$ cat config.mk
export PLATFORM = sky130hd
export DESIGN_NAME = uart_rx
export DESIGN_NICKNAME = d
export VERILOG_FILES = /design/src/rtl/uart_rx.sv
export SDC_FILE = /design/constraint.sdc
export NUM_CORES = 1
export LEC_CHECK = 0
export CORE_ASPECT_RATIO = 1.4
export CORE_UTILIZATION = 58
export CTS_CLUSTER_DIAMETER = 50
export DETAILED_ROUTE_END_ITERATION = 8
export GPL_TIMING_DRIVEN = 0
export HOLD_SLACK_MARGIN = 0.1
export PLACE_DENSITY = 0.91
export SYNTH_ARGS = -nofsm -noshare
export SYNTH_HDL_FRONTEND = slang
export SYNTH_SLANG_ARGS = --single-unit
$ cat constraint.sdc
create_clock -name clk -period 2.8 [get_ports clk]
set_clock_uncertainty 0.15 [all_clocks]
set_input_delay 0.42 -clock clk [delete_from_list [all_inputs] [get_ports clk]]
set_output_delay 0.42 -clock clk [all_outputs]
set_load 0.1 [all_outputs]
$ cat src/rtl/uart_rx.sv
// rtl/uart_rx.sv - 16x-oversampling UART receiver; define UART_RX_PARITY_EN for an even-parity bit.
module uart_rx #(
   parameter int DATA_BITS  = 8,
   parameter int STOP_TICKS = 16
) (
   input  logic                 clk,
   input  logic                 reset_n,
   input  logic                 tick,
   input  logic                 rx,
   output logic [DATA_BITS-1:0] rx_data,
   output logic                 rx_done,
   output logic                 frame_err,
   output logic                 parity_err,
   output logic                 busy
);

   localparam int S_W = ($clog2(STOP_TICKS) > 4) ? $clog2(STOP_TICKS) : 4;
   localparam int N_W = $clog2(DATA_BITS);

`ifdef UART_RX_PARITY_EN
   typedef enum logic [2:0] {IDLE, START, DATA, PARITY, STOP} state_t;
`else
   typedef enum logic [2:0] {IDLE, START, DATA, STOP} state_t;
`endif

   state_t               state;
   logic [S_W-1:0]       s;
   logic [N_W-1:0]       n;
   logic [DATA_BITS-1:0] b;
   logic                 rx_meta;
   logic                 rx_s;
`ifdef UART_RX_PARITY_EN
   logic                 p;
`endif

   // Line idles high, so the synchronizer resets to 1 to avoid a false start.
   always_ff @(posedge clk or negedge reset_n) begin
      if (!reset_n) begin
         rx_meta <= 1'b1;
         rx_s    <= 1'b1;
      end else begin
         rx_meta <= rx;
         rx_s    <= rx_meta;
      end
   end

   always_ff @(posedge clk or negedge reset_n) begin
      if (!reset_n) begin
         state      <= IDLE;
         s          <= '0;
         n          <= '0;
         b          <= '0;
         rx_data    <= '0;
         rx_done    <= 1'b0;
         frame_err  <= 1'b0;
         parity_err <= 1'b0;
         busy       <= 1'b0;
`ifdef UART_RX_PARITY_EN
         p          <= 1'b0;
`endif
      end else begin
         rx_done <= 1'b0;
         case (state)
            IDLE: begin
               if (!rx_s) begin
                  state <= START;
                  s     <= '0;
                  busy  <= 1'b1;
               end
            end
            START: begin
               if (tick) begin
                  if (s == S_W'(7)) begin
                     if (!rx_s) begin
                        state <= DATA;
                        s     <= '0;
                        n     <= '0;
                     end else begin
                        state <= IDLE;
                        busy  <= 1'b0;
                     end
                  end else begin
                     s <= s + 1'b1;
                  end
               end
            end
            DATA: begin
               if (tick) begin
                  if (s == S_W'(15)) begin
                     b <= {rx_s, b[DATA_BITS-1:1]};
                     s <= '0;
                     if (n == N_W'(DATA_BITS - 1)) begin
`ifdef UART_RX_PARITY_EN
                        state <= PARITY;
`else
                        state <= STOP;
`endif
                     end else begin
                        n <= n + 1'b1;
                     end
                  end else begin
                     s <= s + 1'b1;
                  end
               end
            end
`ifdef UART_RX_PARITY_EN
            PARITY: begin
               if (tick) begin
                  if (s == S_W'(15)) begin
                     p     <= rx_s;
                     s     <= '0;
                     state <= STOP;
                  end else begin
                     s <= s + 1'b1;
                  end
               end
            end
`endif
            STOP: begin
               if (tick) begin
                  if (s == S_W'(STOP_TICKS - 1)) begin
                     state     <= IDLE;
                     s         <= '0;
                     busy      <= 1'b0;
                     rx_data   <= b;
                     frame_err <= ~rx_s;
                     rx_done   <= 1'b1;
`ifdef UART_RX_PARITY_EN
                     parity_err <= ^{b, p};
`else
                     parity_err <= 1'b0;
`endif
                  end else begin
                     s <= s + 1'b1;
                  end
               end
            end
            default: begin
               state <= IDLE;
               busy  <= 1'b0;
            end
         endcase
      end
   end

endmodule

## Yosys cells after proc, flatten, opt, wreduce, memory -nomap -nowiden

Index checks and enable logic that the tools add are counted.

- $add $sub $neg: 2
- Equality and inequality tests: 18
- Multiplexer cells: 33
- Bitwise operators: 2
- Reductions and logical operators: 10

Operators with widths:

| cell | number |
|---|---|
| 2-to-1 mux 3 bit | 14 |
| inequality test 2 bit (second input constant) | 11 |
| 2-to-1 mux 4 bit | 5 |
| AND reduction 7 bit | 2 |
| one-hot mux 3 bit (4 select lines) | 1 |
| one-hot mux 4 bit (3 select lines) | 1 |
| 2-to-1 mux 1 bit | 9 |
| AND reduction 3 bit | 3 |
| AND reduction 8 bit | 1 |
| equality test 3 x 2 -> 1 bit (second input constant) | 2 |
| one-hot mux 3 bit (2 select lines) | 1 |
| adder 4 x 1 -> 4 bit (second input constant) | 1 |
| equality test 4 x 3 -> 1 bit (second input constant) | 1 |
| equality test 4 bit (second input constant) | 1 |
| one-hot mux 1 bit (4 select lines) | 1 |
| adder 3 x 1 -> 3 bit (second input constant) | 1 |
| equality test 3 x 1 -> 1 bit (second input constant) | 1 |
| equality test 3 bit (second input constant) | 1 |
| zero test 3 bit | 1 |
| nonzero test 3 bit | 1 |
| 2-to-1 mux 2 bit | 1 |
| inequality test 2 x 1 -> 1 bit (second input constant) | 1 |
| inverter 1 bit | 2 |
| nonzero test 2 bit | 1 |
| OR reduction 2 bit | 1 |

- Register bits after elaboration: 31
- Input bits: 4
- Output and inout bits: 12
- Word-level logic and storage cells: 75

## Longest topological paths before layout

- Word-level depth: 5
- Depth in mapped cells: 6
- Gate-level depth less buffers: 5

## Worst setup path before layout

Ideal clock, no wire load.

- Path type: flip-flop to flip-flop
- Start point: register s[0]
- End point: register n[0]
- Setup time: 0.125 ns
- Data arrival time: 1.649 ns
- Data required time: 2.525 ns
- Slack: 0.876 ns
- Stages on the path, launching flop included: 7
- Buffers on the path: 1
- Clock period less this slack: 1.924 ns
- Cell sequence: dfrtp_1 -> ha_1 -> and4_1 -> and3b_1 -> buf_6 -> a21oi_4 -> mux2_4

- Cells in the longest elaborated chain, start to end: 3
- Elaborated cells between the ends (all ways): 5
- Those cells by class: eq/ne: 4; reduce/logical: 1

RTL lines:

| element | RTL line | RTL |
|---|---|---|
| start: declaration | 27 | `logic [S_W-1:0] s;` |
| start signal: assignment | 83 | `s <= s + 1'b1;` |
| start signal: assignment | 102 | `s <= s + 1'b1;` |
| start signal: assignment | 134 | `s <= s + 1'b1;` |
| equality test 4 bit / equality test 4 x 3 -> 1 bit (equally long branches) | 89, 73 |  |
| inequality test 2 bit (no source line) | n/a |  |
| AND reduction 7 bit (no source line) (*) | n/a |  |
| end signal: assignment | 99 | `n <= n + 1'b1;` |
| end: declaration | 28 | `logic [N_W-1:0] n;` |

Every way passes the cells marked *; elsewhere a longest branch is shown, timed or not.
A chain may end at the register's enable or synchronous reset.

## Worst setup path after layout

- Start point: register rx_data[4]
- End point: output rx_data[4]

RTL lines:

| element | RTL line | RTL |
|---|---|---|
| start: declaration | 10 | `output logic [DATA_BITS-1:0] rx_data,` |
| start signal: assignment | 53 | `rx_data <= '0;` |
| start signal: assignment | 125 | `rx_data <= b;` |

No word-level cell between the ends.

==> impl.org <==
** Route
- Detailed-route via count :: between 800 and 900
- Aggregate routed wire length :: 2094 um
- Via density per instance :: 5.713
- In the final routed layout, each cell accounts on average for 13.96 um.
- DRC violations left :: 0
- ANT nets after route :: 0
- After the first detailed-routing iteration, the DRC count stood at 17.
- Drt pass-1 iters :: 4

** Clocking
- CTS saw 30 sinks.
- TritonCTS clock tree :: done
- Clock-pin slew was measured on the worst setup and hold paths at approximately 0.1 ns.
- Counting the buffers created by CTS gives 5.
- Clock root cell :: clkbuf_4
- Clk_lat worst skew :: roughly 0.35 ns
- Post-CTS setup buffer count :: 0
- Clock buffer depth :: 2
- Number of H-tree levels :: 2

** Setup path
- Highest fanout seen on the critical path :: 2
- In this run the critical register-to-register path is captured at n[1]$_DFFE_PN0P_.
- Data required time of the critical path :: 2.23 ns
- Slowest-stage cell, CP :: clkdlybuf4s50_1
- Launch point of the worst reg-to-reg path :: s[0]$_DFFE_PN0P_
- The worst setup path is launched from a flip-flop.
- Counting both buffers and inverters, the worst setup path holds a total of 1.
- Depth of the worst register-to-register path :: 6
- Family of cells with the greatest summed delay on the critical path :: buffers and inverters
- The critical path is of the reg -> out type.
- STA puts the critical path data arrival time at 1.85 ns.
- Endpoint type of the worst setup path :: output port
- Delay contributed by the slowest stage of the critical path :: 1.13 ns
- In this run the register-to-register setup slack is 0.76 ns.
- Traced cell by cell, the critical path runs through clkdlybuf4s50_1.

** Cells and area
- With fillers left out, the area of the finished cells amounts to 0.001593 sq mm.
- Final core occ :: 72.33%
- 0 antenna diodes ended up in the layout.
- Ratio of cells with drive above 1 in the final layout :: 27.34%
- Layout Nets :: 134
- Synthesis-to-finish area growth :: 17.44%

** Timing
- Worst slew margin :: between 30% and 40%
- Setup repair after global routing left no endpoint under its margin.
- The worst path needs 2.417 ns of the cycle, external delays included.
- Highest attainable clock frequency :: 0.4138 GHz
- The number of hold-slack violations in the final timing report came to 0.
- Share of the cycle needed by the critical path after routing :: 86.31%
- The number of max-slew violations in the final report is 0.
- Setup violations remaining at the end of the flow were counted as 0.
- After routing, the total negative slack on setup checks comes to 0 ns.
- For the pin with the worst max-slew slack, the measured transition is 0.9702 ns.

** Floorplanning
- Measured along the y axis, the die boundary spans between 50 and 60 um.
- The initial utilization of the core area, before any placement, comes to 61.59%.
- Die Span X :: about 43 um
- The total area inside the core boundary comes to around 0.0022 sq mm.
- After floorplanning, the core was divided into 20 placement rows.
- DIE AREA :: 0.002539 sq mm
- IO Count :: 16

** Placement
- Number of port buffers :: 14
- Post-Place Cell Area :: 0.001524 sq mm
- Final weighted congestion of routability-driven global placement :: about 0.86
- Once detailed placement completed, the half-perimeter wirelength came to 1476 um.

** Power and ir drop
- IR Drop Worst-Case VDD :: 0.5279 mV
- Leakage power :: 0.7753 nW
- Power per standard cell area :: 733.3 mW/mm^2
- Power, Total :: 0.001168 W

** Outcome
- Status :: completed

** GRT
- Total global routing track utilization :: 19.78%
- Via count of the first global-routing pass :: between 800 and 900
- First-pass GRT wire length :: about 3600 um
- Total grt overflow :: 0
- The number of antenna violations at the first check in global routing is 0.
- Entering global routing, the biggest net connects 31 pins.

** Job
- The tool flagged a number of max-cap violations equal to 0.

** Yosys
- The synthesized design contains 0 enable-type register cells.
- Number of distinct library cell variants in the gate-level netlist after synthesis :: 32
- Number of nets produced by synthesis :: 112
- Flop and latch count out of synthesis :: 30
- In the synthesized netlist the dominant register cell turns out to be dfrtp_1.
- Sequential elements use 55.54% of the synthesized area.
- After synthesis, the share of flip-flops with an asynchronous set or reset is 100.0%.
- In the synthesized netlist, the number of instances is about 110.
- The synthesized netlist occupies a cell area of around 0.0014 sq mm.
- Yosys warning count :: 0
- The average instance in the mapped netlist occupies 12.92 sq um.

** Min path
- Hold Path Stages :: 0
- Worst min-delay path class :: reg -> reg
- The path with the worst hold slack has its endpoint at rx_s$_DFF_PN1_.
- In this run the most critical hold path is launched from rx_meta$_DFF_PN1_.
-- per-stage QoR --
| step | hold WS (ns) | worst slack [ns] | std cells |
|---|---|---|---|
| 4_1_cts | 0.2154 | 0.3734 | 149 |
| 3_3_place_gp | 0.1983 | 0.4890 | 141 |
| 6_report | 0.2138 | 0.3832 | 150 |
| 3_5_place_dp | 0.1981 | 0.4639 | 141 |
| 5_1_grt | 0.2172 | 0.3286 | 150 |
| 2_1_floorplan | -0.02559 | 0.8760 | 105 |
-- state kept, by name (all words and copies together), names as in the netlist --
name / flops
rx_s: 1
frame_err: 1
rx_done: 1
rx_meta: 1
b: 8
rx_data: 8
n: 3
state: 2
s: 4
busy: 1
-- kinds of logic (layout without fill, tap and decap cells) --
family	after synthesis	count (layout)	synth area share (%)
DFF	30	30	55.53
and+or+nand+nor	23	23	10.61
muxes	21	21	18.08
AOI/OAI and AO/OA	12	12	5.813
buffers and inverters	12	35	4.981
adders and majority gates	3	3	2.768
xor gates and xnor gates	3	3	1.938
other	1	1	0.2765
-- power by group --
group	leakage [nW]	total, W	internal (W)	switching, W
registers	0.390	0.000543	0.000489	0.0000538
clock network	0.0343	0.000272	0.000120	0.000152
logic	0.351	0.000353	0.000126	0.000226
total	0.775	0.00117	0.000736	0.000432
-- how the worst max path moves through the flow --
stage / start / end / slack [ns] / cells after the start
after floorplan: s[0]$_DFFE_PN0P_ / n[0]$_DFFE_PN0P_ / 0.88 / 6
after global placement: tick / n[0]$_DFFE_PN0P_ / 0.49 / 6
after detailed placement: tick / n[1]$_DFFE_PN0P_ / 0.46 / 6
after CTS: rx_data[4]$_DFFE_PN0P_ / rx_data[4] / 0.37 / 1
after global routing: rx_data[3]$_DFFE_PN0P_ / rx_data[3] / 0.33 / 1
final: rx_data[4]$_DFFE_PN0P_ / rx_data[4] / 0.38 / 1
-- Yosys cell counts, types with 2 or more instances --
library cell	n	area share [%]
dfrtp_1	28	52
nor2_1	6	1.7
and3b_1	3	1.9
ha_1	3	2.8
xor2_1	2	1.3
mux2_4	3	3.3
nand4_1	2	0.92
clkbuf_1	2	0.55
inv_1	6	1.7
mux2i_1	2	1.5
dfstp_2	2	3.9
buf_4	2	1.1
o21ai_0	6	2.2
mux2_2	16	13
nand4b_1	2	1.3
a21oi_1	2	0.74
nand3_1	2	0.74
buf_6	2	1.7
-- layer usage --
layer | global-route usage, % | share of wire [%] | vias up | wire length, um
li1 | - | - | 411 | -
met4 | 10.71 | 1.8 | 0 | 38
met3 | 8.232 | 4.7 | 2 | 98
met1 | 22.13 | 41 | 429 | 863
met5 | 0 | 0 | - | 0
met2 | 31.82 | 52 | 15 | 1093
-- final cells by class --
type	instances	area, sq um
clock inverter	2	12.51
clock buffer	6	51.30
sequential	30	753.2
fill	155	609.3
inverter	6	22.52
tap	22	27.53
buffer	6	45.04
multi-input combinational	63	535.5
timing repair buffer	15	145.1
-- timing repair --
item / 4_1_cts / 5_1_grt
hold buffers: 0 / 1
resized for setup: 0 / 0
hold endpoints to repair: 0 / 28
-- layout by cell type (no fill, tap or decap), drive strengths merged, types with 2 or more instances in the layout --
master,count
a21oi,3
and3b,3
clkdlybuf4s50,13
mux2i,2
nor2,6
ha,3
dfrtp,28
nand4,2
nand4b,2
inv,6
o21ai,6
dfstp,2
nand3,2
xor2,2
mux2,19
clkbuf,8
buf,5
No activity file was read; power rests on OpenSTA's default activity.
